--- src/rtl/fft_hdmi_fifo_pkg.sv ---
// Shared types and helpers for the fft_hdmi async FIFO.
// Pointer helpers work at the widest supported pointer width; callers cast to their own width.
package fft_hdmi_fifo_pkg;

  localparam int ADDR_WIDTH_DFLT = 9;
  localparam int DEPTH           = 2**ADDR_WIDTH_DFLT;
  localparam int PTR_W           = ADDR_WIDTH_DFLT + 1;
  localparam int PTR_W_MAX       = 11;

  function automatic logic [PTR_W_MAX-1:0] bin2gray(input logic [PTR_W_MAX-1:0] x);
    return x ^ (x >> 1);
  endfunction

  // Zero-extended inputs decode correctly because the leading zeros leave the prefix unchanged.
  function automatic logic [PTR_W_MAX-1:0] gray2bin(input logic [PTR_W_MAX-1:0] g);
    logic [PTR_W_MAX-1:0] b;
    b[PTR_W_MAX-1] = g[PTR_W_MAX-1];
    for (int i = PTR_W_MAX-2; i >= 0; i--) begin
      b[i] = b[i+1] ^ g[i];
    end
    return b;
  endfunction

endpackage

--- src/rtl/fft_hdmi_fifo_wr_ctrl_if.sv ---
// Write-side bus of the fft_hdmi FIFO: push request, RAM write port, pointers and status.
interface fft_hdmi_fifo_wr_ctrl_if #(parameter int ADDR_WIDTH = 9);

  logic                  wr_en;
  logic [ADDR_WIDTH:0]   rd_ptr_gray;
  logic [ADDR_WIDTH-1:0] ram_wr_addr;
  logic                  ram_wr_en;
  logic [ADDR_WIDTH:0]   wr_ptr_gray;
  logic                  wr_full;
  logic                  almost_full;
  logic [ADDR_WIDTH:0]   wr_water_level;
  logic                  wr_overflow;

  modport master (
    input  wr_en, rd_ptr_gray,
    output ram_wr_addr, ram_wr_en, wr_ptr_gray, wr_full, almost_full,
           wr_water_level, wr_overflow
  );

  modport slave (
    output wr_en, rd_ptr_gray,
    input  ram_wr_addr, ram_wr_en, wr_ptr_gray, wr_full, almost_full,
           wr_water_level, wr_overflow
  );

endinterface

--- src/rtl/fft_hdmi_fifo_gray_sync.sv ---
// Multi-flop synchroniser for a Gray-coded pointer crossing clock domains.
module fft_hdmi_fifo_gray_sync #(
  parameter int WIDTH  = 10,
  parameter int STAGES = 2
) (
  input  logic             i_clk,
  input  logic             asyn_rst,
  input  logic [WIDTH-1:0] i_d,
  output logic [WIDTH-1:0] o_q
);

  logic [WIDTH-1:0] r_chain [STAGES];

  always_ff @(posedge i_clk or posedge asyn_rst) begin
    if (asyn_rst) begin
      for (int i = 0; i < STAGES; i++) r_chain[i] <= '0;
    end else begin
      r_chain[0] <= i_d;
      for (int i = 1; i < STAGES; i++) r_chain[i] <= r_chain[i-1];
    end
  end

  assign o_q = r_chain[STAGES-1];

endmodule

--- src/rtl/fft_hdmi_fifo_wr_ctrl.sv ---
// Write-side controller of the fft_hdmi async FIFO: RAM write port, Gray write pointer,
// and full / almost_full / level / overflow derived from the synchronised read pointer.
module fft_hdmi_fifo_wr_ctrl
  import fft_hdmi_fifo_pkg::*;
#(
  parameter int ADDR_WIDTH      = 9,
  parameter int ALMOST_FULL_NUM = 2**ADDR_WIDTH - 4,
  parameter int SYNC_STAGES     = 2
) (
  input  logic                      wr_clk,
  input  logic                      asyn_rst,
  fft_hdmi_fifo_wr_ctrl_if.master   bus
);

  localparam int AW = ADDR_WIDTH;
  localparam int PW = ADDR_WIDTH + 1;

  logic [PW-1:0] r_wr_bin;
  logic [PW-1:0] r_wr_gray;
  logic          r_wr_full;
  logic          r_almost_full;
  logic [PW-1:0] r_water_level;
  logic          r_overflow;

  logic          w_accept;
  logic [PW-1:0] w_bin_nxt;
  logic [PW-1:0] w_gray_nxt;
  logic [PW-1:0] w_rd_gray_s;
  logic [PW-1:0] w_rd_bin_s;
  logic [PW-1:0] w_level_nxt;
  logic [PW-1:0] w_full_gray;

  fft_hdmi_fifo_gray_sync #(
    .WIDTH  (PW),
    .STAGES (SYNC_STAGES)
  ) u_rd_sync (
    .i_clk    (wr_clk),
    .asyn_rst (asyn_rst),
    .i_d      (bus.rd_ptr_gray),
    .o_q      (w_rd_gray_s)
  );

  assign w_accept    = bus.wr_en & ~r_wr_full;
  assign w_bin_nxt   = r_wr_bin + PW'(w_accept);
  assign w_gray_nxt  = PW'(bin2gray(PTR_W_MAX'(w_bin_nxt)));
  assign w_rd_bin_s  = PW'(gray2bin(PTR_W_MAX'(w_rd_gray_s)));
  assign w_level_nxt = w_bin_nxt - w_rd_bin_s;

  // Full in Gray space: top two bits inverted means exactly one lap ahead of the reader.
  assign w_full_gray = {~w_rd_gray_s[AW:AW-1], w_rd_gray_s[AW-2:0]};

  always_ff @(posedge wr_clk or posedge asyn_rst) begin
    if (asyn_rst) begin
      r_wr_bin      <= '0;
      r_wr_gray     <= '0;
      r_wr_full     <= 1'b0;
      r_almost_full <= 1'b0;
      r_water_level <= '0;
      r_overflow    <= 1'b0;
    end else begin
      r_wr_bin      <= w_bin_nxt;
      r_wr_gray     <= w_gray_nxt;
      r_wr_full     <= (w_gray_nxt == w_full_gray);
      r_almost_full <= (w_level_nxt >= PW'(ALMOST_FULL_NUM));
      r_water_level <= w_level_nxt;
      r_overflow    <= bus.wr_en & r_wr_full;
    end
  end

  assign bus.ram_wr_en      = w_accept;
  assign bus.ram_wr_addr    = r_wr_bin[AW-1:0];
  assign bus.wr_ptr_gray    = r_wr_gray;
  assign bus.wr_full        = r_wr_full;
  assign bus.almost_full    = r_almost_full;
  assign bus.wr_water_level = r_water_level;
  assign bus.wr_overflow    = r_overflow;

endmodule

--- src/flat_wrapper.sv ---
// flat-port wrapper written by rule: the top's interface ports become plain ports
module fft_hdmi_fifo_wr_ctrl_flat import fft_hdmi_fifo_pkg::*;
#(
  parameter int ADDR_WIDTH      = 9,
  parameter int ALMOST_FULL_NUM = 2**ADDR_WIDTH - 4,
  parameter int SYNC_STAGES     = 2
)
  (wr_clk, asyn_rst, bus_wr_en, bus_rd_ptr_gray, bus_ram_wr_addr, bus_ram_wr_en, bus_wr_ptr_gray, bus_wr_full, bus_almost_full, bus_wr_water_level, bus_wr_overflow);
  fft_hdmi_fifo_wr_ctrl_if #(.ADDR_WIDTH(ADDR_WIDTH)) bus_i ();
  input  logic wr_clk;
  input  logic asyn_rst;
  input wire logic [$bits(bus_i.wr_en)-1:0] bus_wr_en;
  input wire logic [$bits(bus_i.rd_ptr_gray)-1:0] bus_rd_ptr_gray;
  output wire logic [$bits(bus_i.ram_wr_addr)-1:0] bus_ram_wr_addr;
  output wire logic [$bits(bus_i.ram_wr_en)-1:0] bus_ram_wr_en;
  output wire logic [$bits(bus_i.wr_ptr_gray)-1:0] bus_wr_ptr_gray;
  output wire logic [$bits(bus_i.wr_full)-1:0] bus_wr_full;
  output wire logic [$bits(bus_i.almost_full)-1:0] bus_almost_full;
  output wire logic [$bits(bus_i.wr_water_level)-1:0] bus_wr_water_level;
  output wire logic [$bits(bus_i.wr_overflow)-1:0] bus_wr_overflow;
  assign bus_i.wr_en = bus_wr_en;
  assign bus_i.rd_ptr_gray = bus_rd_ptr_gray;
  assign bus_ram_wr_addr = bus_i.ram_wr_addr;
  assign bus_ram_wr_en = bus_i.ram_wr_en;
  assign bus_wr_ptr_gray = bus_i.wr_ptr_gray;
  assign bus_wr_full = bus_i.wr_full;
  assign bus_almost_full = bus_i.almost_full;
  assign bus_wr_water_level = bus_i.wr_water_level;
  assign bus_wr_overflow = bus_i.wr_overflow;
  fft_hdmi_fifo_wr_ctrl #(.ADDR_WIDTH(ADDR_WIDTH), .ALMOST_FULL_NUM(ALMOST_FULL_NUM), .SYNC_STAGES(SYNC_STAGES)) u_core (.wr_clk(wr_clk), .asyn_rst(asyn_rst), .bus(bus_i));
endmodule
--- config.mk ---
export PLATFORM = sky130hd
export DESIGN_NAME = fft_hdmi_fifo_wr_ctrl_flat
export DESIGN_NICKNAME = d
export VERILOG_FILES = /design/src/rtl/fft_hdmi_fifo_pkg.sv /design/src/rtl/fft_hdmi_fifo_wr_ctrl_if.sv /design/src/rtl/fft_hdmi_fifo_gray_sync.sv /design/src/rtl/fft_hdmi_fifo_wr_ctrl.sv /design/src/flat_wrapper.sv
export SDC_FILE = /design/constraint.sdc
export NUM_CORES = 1
export LEC_CHECK = 0
export CAP_MARGIN = 20
export CELL_PAD_IN_SITES_DETAIL_PLACEMENT = 0
export CELL_PAD_IN_SITES_GLOBAL_PLACEMENT = 1
export CORE_MARGIN = 4
export CORE_UTILIZATION = 41
export CTS_CLUSTER_SIZE = 30
export DETAILED_ROUTE_END_ITERATION = 8
export HOLD_SLACK_MARGIN = 0.02
export PLACE_DENSITY_LB_ADDON = 0.1
export SYNTH_ARGS = -nofsm -noshare
export SYNTH_HDL_FRONTEND = slang
export SYNTH_SLANG_ARGS = --single-unit
--- constraint.sdc ---
create_clock -name wr_clk -period 4.05 [get_ports wr_clk]
set_input_delay 0.81 -clock wr_clk [delete_from_list [all_inputs] [get_ports wr_clk]]
set_output_delay 0.81 -clock wr_clk [all_outputs]
set_load 0.02 [all_outputs]
==> impl_summary.md, run 1 <==
STA
At the pin with the least slew margin, the transition time is 0.553 ns. The number of hold violations in the final report came to 0. Setup repair after global routing could not meet its margin everywhere.

The worst path meets setup with 0.135 ns of slack. The worst-case hold slack is 0.351 ns. The worst path needs 3.92 ns of the cycle, external delays included.

Based on the critical path, the design can be clocked at up to 0.255 GHz. The share of the clock period used by the worst path is 96.7%. The worst pin sits at a relative slew slack of 63.1%. The final count of pins violating max slew was 0.

The worst clock skew is 0.00643 ns. Summed over all failing endpoints, the final setup total negative slack is 0 ns. The final count of negative-setup-slack endpoints is 0.

Power and ir drop
Per report_power, the clock group accounts for 11.6% of the total. The worst IR drop on VDD is 0.000534 V. The portion of total power attributed to combinational logic is 58.6%. Of the total power, the share spent switching nets is 39.1%. The net switching power is 0.968 mW.

The analysis attributes to cell leakage a power of 1.46 nW. Of the total power, registers draw 29.8%. In this run the power density over the cells is 766 nW/µm².

Cell internal power was estimated by the tool at 1.51 mW.

Status
The run finished with clean final reports.

Layout
The non-filler instance count after layout is 336. Relative to the synthesized area, the layout overhead comes to 34.4%. The net count of the finished layout is 288. In the final layout, flip-flops and latches occupy 1300 µm².

The post-route netlist has 16.7% of its cells at a drive strength greater than 1. The number of filler cells placed in the layout is 505. The final cell area excluding filler cells is 3240 µm². The number of antenna cells inserted is 0.

Summing all multi-input logic gate instances after layout gives 1080 µm².

Global route
Entering global routing, the biggest net connects 53 pins. The number of global-route vias before repair was 1630. The number of antenna violations at the first check in global routing is 0.

The first global-routing pass estimated 7.82 mm of wire. Global routing finished with a remaining overflow of 0. For this run, the total global-route usage over all layers was measured as 13.6%.

Die
The core outline area is 5610 µm². The die height is 84.6 µm. During I/O placement, the number of pins put on the boundary was 46. In this run the horizontal extent of the chip is 84.6 µm. The floorplan die area is 7160 µm². The initial cell density of the core is 42.9%. The number of core rows is 27.

Logic synthesis
The number of synthesized register bits is 52. The leading register cell type out of synthesis is dfrtp_1. The synthesized area divided by synthesized cell count is 12.5 µm². The count of warnings emitted by yosys is 0. The cell area that synthesis handed to floorplanning was 2410 µm². The count of distinct cell types in the synthesized netlist is 43. Synthesis produced a netlist with a net count of 217. The cell count after synthesis is 192. The sequential-to-total area share from yosys stat is 54.1%.

In this run, synthesis inferred 0 flip-flops with an integrated enable. Of all flip-flops after synthesis, the portion carrying an async set or reset was 100%.

Routing
In the final routed layout, each cell accounts on average for 14.0 µm. The total number of vias is 1604. The antenna violation net count after detailed routing is 0. After detailed routing, the total wire length is 4.71 mm. In this run, the number of DRC markers left after iteration 0 of detailed routing was 60. The number of iterations in the first detailed-routing pass is 4. The remaining routing DRC violations is 0. Dividing the detail-routed via count by the number of cells gives 4.77.

Clock tree
Clock tree synthesis selected as its root buffer the cell clkbuf_8. Buffers inserted during clock tree synthesis total 5. The count of hold-fix buffers inserted at cts is 0.

The CTS H-tree depth is 2. The total number of clock tree sinks is 52. Counting along the longest clock path gives a buffer depth of 2. Clock-pin slew was measured on the worst setup and hold paths at 0.09 ns. TritonCTS built the clock tree. The insertion delay of the later-clocked pin in the worst-skew pair is 0.29 ns.

Critical path
The maximum net fanout on the critical path is 5. Data on the critical path is required at its endpoint by 4.24 ns. In this run the critical register-to-register path is launched from u_core.u_rd_sync.o_q[7]. Setup slack on the worst reg-to-reg path comes out at 0.13 ns. The worst setup path is launched from a register. The kind of critical path is register to register.

STA classifies the critical path endpoint as a register. In this run the critical register-to-register path is captured at u_core.bus.almost_full. The data arrival at the endpoint of the critical path is 4.11 ns. Counting cells, the worst reg-to-reg path comes to 14.

Hold path
The destination of the worst hold path is u_core.u_rd_sync.o_q[5]. The worst hold path passes through 0 cells. The type of the tightest min-delay check is register to register. The beginning of the worst hold path is u_core.u_rd_sync.r_chain[15].

Flow run
Across the run, the number of max-cap violations was 0.

Placement
After legalization and detailed placement, the total HPWL measured 3.47 mm. The cell count after placement is 317. Buffers placed on the I/O ports in this run total 45. Summing all placed instances gives a cell area of 3010 µm². The final estimated routing congestion in global placement is 0.786. OpenSTA, run right after detailed placement, puts the worst setup slack at -0.0188 ns.
==> how the worst max path moves through the flow <==
stage | start | to | depth (start not counted)
finish | u_core.u_rd_sync.o_q[7] | u_core.bus.almost_full | 14
global route | u_core.u_rd_sync.o_q[7] | u_core.bus.almost_full | 14
CTS | u_core.u_rd_sync.o_q[9] | u_core.bus.almost_full | 14
detailed placement | bus_wr_en | u_core.bus.almost_full | 14
global placement | bus_wr_en | u_core.bus.almost_full | 13
floorplan | bus_wr_en | u_core.bus.almost_full | 13
==> state kept, by name, summed over array words and instances (netlist names) <==
register                   cells
u_core.u_rd_sync.r_chain      10
u_core.bus.wr_water_level     10
u_core.bus.almost_full         1
u_core.bus.wr_full             1
u_core.bus.wr_ptr_gray         9
u_core.u_rd_sync.o_q          10
u_core.bus.wr_overflow         1
u_core.r_wr_bin               10
==> layout make-up <==
type                    instances  share of cell area, %
repair buffers                 66                   19.2
flip-flops and latches         52                   40.2
multi-input cells             123                   33.3
well taps                      72                   2.78
inverters                      15                   1.74
clock buffers                   8                   2.78
==> cells in the mapped netlist, types with 4 or more instances <==
master	count	area [µm²]
a21oi_1	5	25.0
and3_1	4	25.0
dfrtp_1	52	1300
ha_1	11	138
inv_1	15	56.3
nand3_1	4	20.0
nor2_1	8	30.0
nor2b_1	4	25.0
nor3_1	4	20.0
o21ai_0	5	25.0
xnor2_1	18	158
xor2_1	17	149
==> critical path, stage by stage (launching register included) <==
cell	delay, ns
dfrtp_1	0.38
xnor3_2	0.46
xor2_2	0.22
xor2_2	0.24
xor2_2	0.30
xor2_4	0.25
buf_4	0.15
xor2_1	0.15
ha_1	0.28
nor2b_1	0.16
o31a_1	0.27
o311a_1	0.33
nor3_2	0.16
nand4_1	0.13
o41ai_2	0.35
==> per-layer routing <==
metal	share of wire [%]	GRT usage, %
met5	0	0
met4	1.3	4.32
met3	7.0	4.42
met2	45	21.1
met1	46	18.2
==> cell usage in the layout, fill, tap and decap left out, drive strengths merged, types with 2 or more instances in the layout <==
cell type / n
nor2b: 4
xnor2: 18
a21oi: 5
xor2: 21
xnor3: 3
inv: 15
a21boi: 2
buf: 21
nand4: 3
nor2: 8
nand3: 5
clkdlybuf4s50: 45
and2: 2
and3: 4
o21ai: 5
or2: 3
clkbuf: 8
nor4: 3
nor3b: 3
dfrtp: 52
nand2: 2
ha: 11
nor3: 4
==> kinds of logic after synthesis <==
group | synth area share, %
flops | 54.1
simple gates | 10.8
xor+xnor | 18.8
compound gates | 6.70
buf+inv | 2.70
fa+ha+maj | 6.55
mux | 0.416
==> power by group through the flow <==
| stage | Combinational, mW | Clock [mW] | Sequential, mW |
|---|---|---|---|
| after detailed placement | 1.33 | 0 | 0.748 |
| after CTS | 1.34 | 0.304 | 0.740 |
| final | 1.45 | 0.288 | 0.738 |
| after global placement | 1.32 | 0 | 0.746 |
| after global routing | 1.59 | 0.325 | 0.755 |
| after floorplan | 0.692 | 0 | 0.888 |
==> stage by stage <==
| stage | util [%] | power, mW |
|---|---|---|
| after floorplan | - | 1.58 |
| after global placement | 53.7 | 2.06 |
| after detailed placement | 53.7 | 2.08 |
| after CTS | 55.4 | 2.39 |
| after global routing | 57.7 | 2.67 |
| final | 57.7 | 2.48 |
==> repair_timing <==
item	CTS	global route
setup buffers	0	10
resized for setup	0	8
setup endpoints to repair	0	2
(Power assumes the default switching activity.)
==> inputs of run 2 (changes only) <==
--- a/config.mk
+++ b/config.mk
@@ -14,6 +14,7 @@
 export DETAILED_ROUTE_END_ITERATION = 8
 export HOLD_SLACK_MARGIN = 0.02
 export PLACE_DENSITY_LB_ADDON = 0.1
+export SLEW_MARGIN = 20
 export SYNTH_ARGS = -nofsm -noshare
 export SYNTH_HDL_FRONTEND = slang
 export SYNTH_SLANG_ARGS = --single-unit
==> run 2 against run 1 <==
Compared with the run above:
- cell area is 0.58% lower
- largest power group unchanged
- final cell count decreased by 0.30%
- clock-buffer cell count unchanged
==> impl_summary.md, run 2 (synthesis results as in run 1) <==
STA
The share of the clock period used by the worst path is 96.5%. The maximum clock frequency is 0.256 GHz. After routing, the total negative slack on setup checks comes to 0 ns. The final count of negative-setup-slack endpoints is 0. Setup repair after global routing could not meet its margin everywhere. The final count of pins violating max slew was 0. The worst-margin pin slew is 0.858 ns. The number of hold violations in the final report is 0. The max-slew headroom at the worst pin is 42.8%. The worst clock skew is 0.00657 ns. The minimum clock period is 3.91 ns.

Clock tree
The clock-pin slew on the worst setup and hold paths is 0.09 ns. The cell sitting at the root of the clock tree is a clkbuf_8. The number of buffers added by the clock tree synthesis step is 5. The maximum count of clock buffers along a single path is 2. TritonCTS built the clock tree.

The CTS H-tree depth is 2. CTS saw 52 sinks. The insertion delay of the later-clocked pin in the worst-skew pair is 0.29 ns. After clock tree synthesis, the flow added hold-fix buffers numbering 0.

Placement
Once placement finished, the instance area stood at 3010 µm². The final estimated routing congestion in global placement is 0.786. The HPWL after detailed placement is 3.47 mm.

The number of buffers inserted by port buffering is 45.

Critical path
The element type at the critical path end is a register. STA puts the critical path data arrival time at 4.10 ns. The nature of the critical path startpoint is a register.

The data required time at the worst endpoint is 4.24 ns. The critical path in this run is classified as register to register. The maximum net fanout on the critical path is 5.

Global route
Entering global routing, the biggest net connects 53 pins. Global routing used 13.6% of the available tracks across all layers. The number of antenna violations at the first check in global routing is 0. The number of global-route vias before repair is 1630. The first-pass GRT wire length is 7.82 mm. For this run the aggregate overflow at the end of global routing stands at 0.

Die
After floorplanning, the core was sized to cover 5610 µm². The top-level port count is 46. In this run the core area contains 27 standard-cell rows. The floorplan die area is 7160 µm².

Once the floorplan was initialized, standard cells occupied 42.9% of the core. The width of the chip is 84.6 µm. From bottom edge to top edge, the die measures 84.6 µm.

Power and ir drop
The internal power component is 1.51 mW. In this run, the clock network consumes 11.7% of the power. Sequential cells account for 29.8% of the total power. The share of total power dissipated in combinational logic is 58.5%. The worst IR drop on VDD is 0.000534 V. In this run switching power makes up 39.1% of total power. Summed over all cells, the static leakage comes to 1.45 nW. In this run the power spent charging and discharging nets is 0.968 mW.

For this design the ratio of total power to cell area is 769 nW/µm².

Layout
The number of filler cells placed in the layout is 507. The final cell area excluding filler cells is 3220 µm². The library cell used most frequently in the layout, excluding fill and tap cells, is dfrtp_1. The area growth from synthesis to layout is 33.6%. The number of antenna cells inserted is 0.

In the layout the commonest cells are dfrtp_1 (52), clkdlybuf4s50_1 (45), buf_4 (20). The net count of the finished layout is 287. In the final layout, the share of cells above drive strength 1 is 16.3%.

Routing
The detailed router finished its first iteration with 78 violations. The routed length per placed instance is 14.0 µm. The wire length after detailed routing is 4.68 mm. For this run, the detailed router's first-pass iteration total came to 4. Dividing the detail-routed via count by the number of cells gives 4.78. Summing over every cut layer, the via total after detailed routing is 1601. The detail route stage leaves a number of antenna-violating nets equal to 0. After detailed routing, the number of remaining DRC violations is 0.

Flow run
The number of maximum-capacitance violations is 0.

Hold path
The type of the tightest min-delay check is register to register.

Status
The flow ran to the end, and the final reports show no timing, DRC or antenna violations.
## run 2: cell types whose count changed in the layout (fill, tap and decap cells not counted), sizes merged
cell | before | now
inv | 15 | 14
clkinv | 0 | 1
buf | 21 | 20
## run 2: critical path: stages (launching register included)
cell and delay (ns):
dfrtp_1 0.37, xnor3_2 0.46, xor2_2 0.22, xor2_2 0.23, xor2_2 0.30, xor2_4 0.25
buf_4 0.15, xor2_1 0.15, ha_1 0.28, nor2b_1 0.16, o31a_1 0.27, o311a_1 0.33
nor3_2 0.16, nand4_1 0.13, o41ai_2 0.35
## run 2: path summary, 6_finish.rpt
kind | startpoint | to | slack [ns] | depth (start not counted)
worst max-delay path | u_core.u_rd_sync.o_q[7] | u_core.bus.almost_full | 0.14 | 14
worst min-delay path | u_core.u_rd_sync.r_chain[15] | u_core.u_rd_sync.o_q[5] | 0.35 | 0
worst max register to register | u_core.u_rd_sync.o_q[7] | u_core.bus.almost_full | 0.14 | 14
worst min register to register | u_core.u_rd_sync.r_chain[15] | u_core.u_rd_sync.o_q[5] | 0.35 | 0
max in group asynchronous | asyn_rst | u_core.bus.wr_water_level[5] | 2.56 | 2
min in group asynchronous | asyn_rst | u_core.bus.wr_ptr_gray[5] | 0.99 | 2
## run 2: through the flow
stage | power, mW | cells | util (%) | worst slack (ns) | hold slack [ns]
floorplan | 1.58 | 192 | - | 0.179 | 0.331
finish | 2.48 | 335 | 57.4 | 0.144 | 0.352
detailed placement | 2.08 | 317 | 53.7 | -0.0188 | 0.336
global placement | 2.06 | 317 | 53.7 | 0.0667 | 0.332
global route | 2.66 | 335 | 57.4 | -0.0883 | 0.360
CTS | 2.39 | 325 | 55.4 | 0.0597 | 0.355
## run 2: routing by layer
| metal | track usage, % | up-vias | part of all wire [%] |
|---|---|---|---|
| met2 | 21.1 | 42 | 45 |
| met3 | 4.42 | 5 | 6.9 |
| met5 | 0 | - | 0 |
| li1 | - | 785 | - |
| met4 | 4.32 | 0 | 1.3 |
| met1 | 18.2 | 769 | 46 |
## run 2: power by group through the flow
stage	Combinational [mW]	Sequential, mW	Clock, mW
after global placement	1.32	0.746	0
after floorplan	0.692	0.888	0
final	1.45	0.738	0.289
after CTS	1.34	0.740	0.304
after detailed placement	1.33	0.748	0
after global routing	1.58	0.755	0.325
## run 2: what timing repair did
action | 4_1_cts | 5_1_grt
hold endpoints to repair | 0 | 0
endpoints found under the setup margin | 0 | 2
gates resized for setup | 0 | 8
setup buffers | 0 | 10
## run 2: area by class of cell
class / count / area, µm² / area share, %
repair buffers: 65 / 601 / 18.7
inverters: 15 / 57.6 / 1.79
well taps: 72 / 90.1 / 2.80
flip-flops and latches: 52 / 1300 / 40.5
multi-input cells: 123 / 1080 / 33.5
clock buffers: 8 / 90.1 / 2.80
==> inputs of run 3 (changes only) <==
--- a/config.mk
+++ b/config.mk
@@ -5,6 +5,7 @@
 export SDC_FILE = /design/constraint.sdc
 export NUM_CORES = 1
 export LEC_CHECK = 0
+export ABC_CLOCK_PERIOD_IN_PS = 4050
 export CAP_MARGIN = 20
 export CELL_PAD_IN_SITES_DETAIL_PLACEMENT = 0
 export CELL_PAD_IN_SITES_GLOBAL_PLACEMENT = 1
==> results of run 3 <==
Final layout, timing and power as in run 2 (identical DEF).
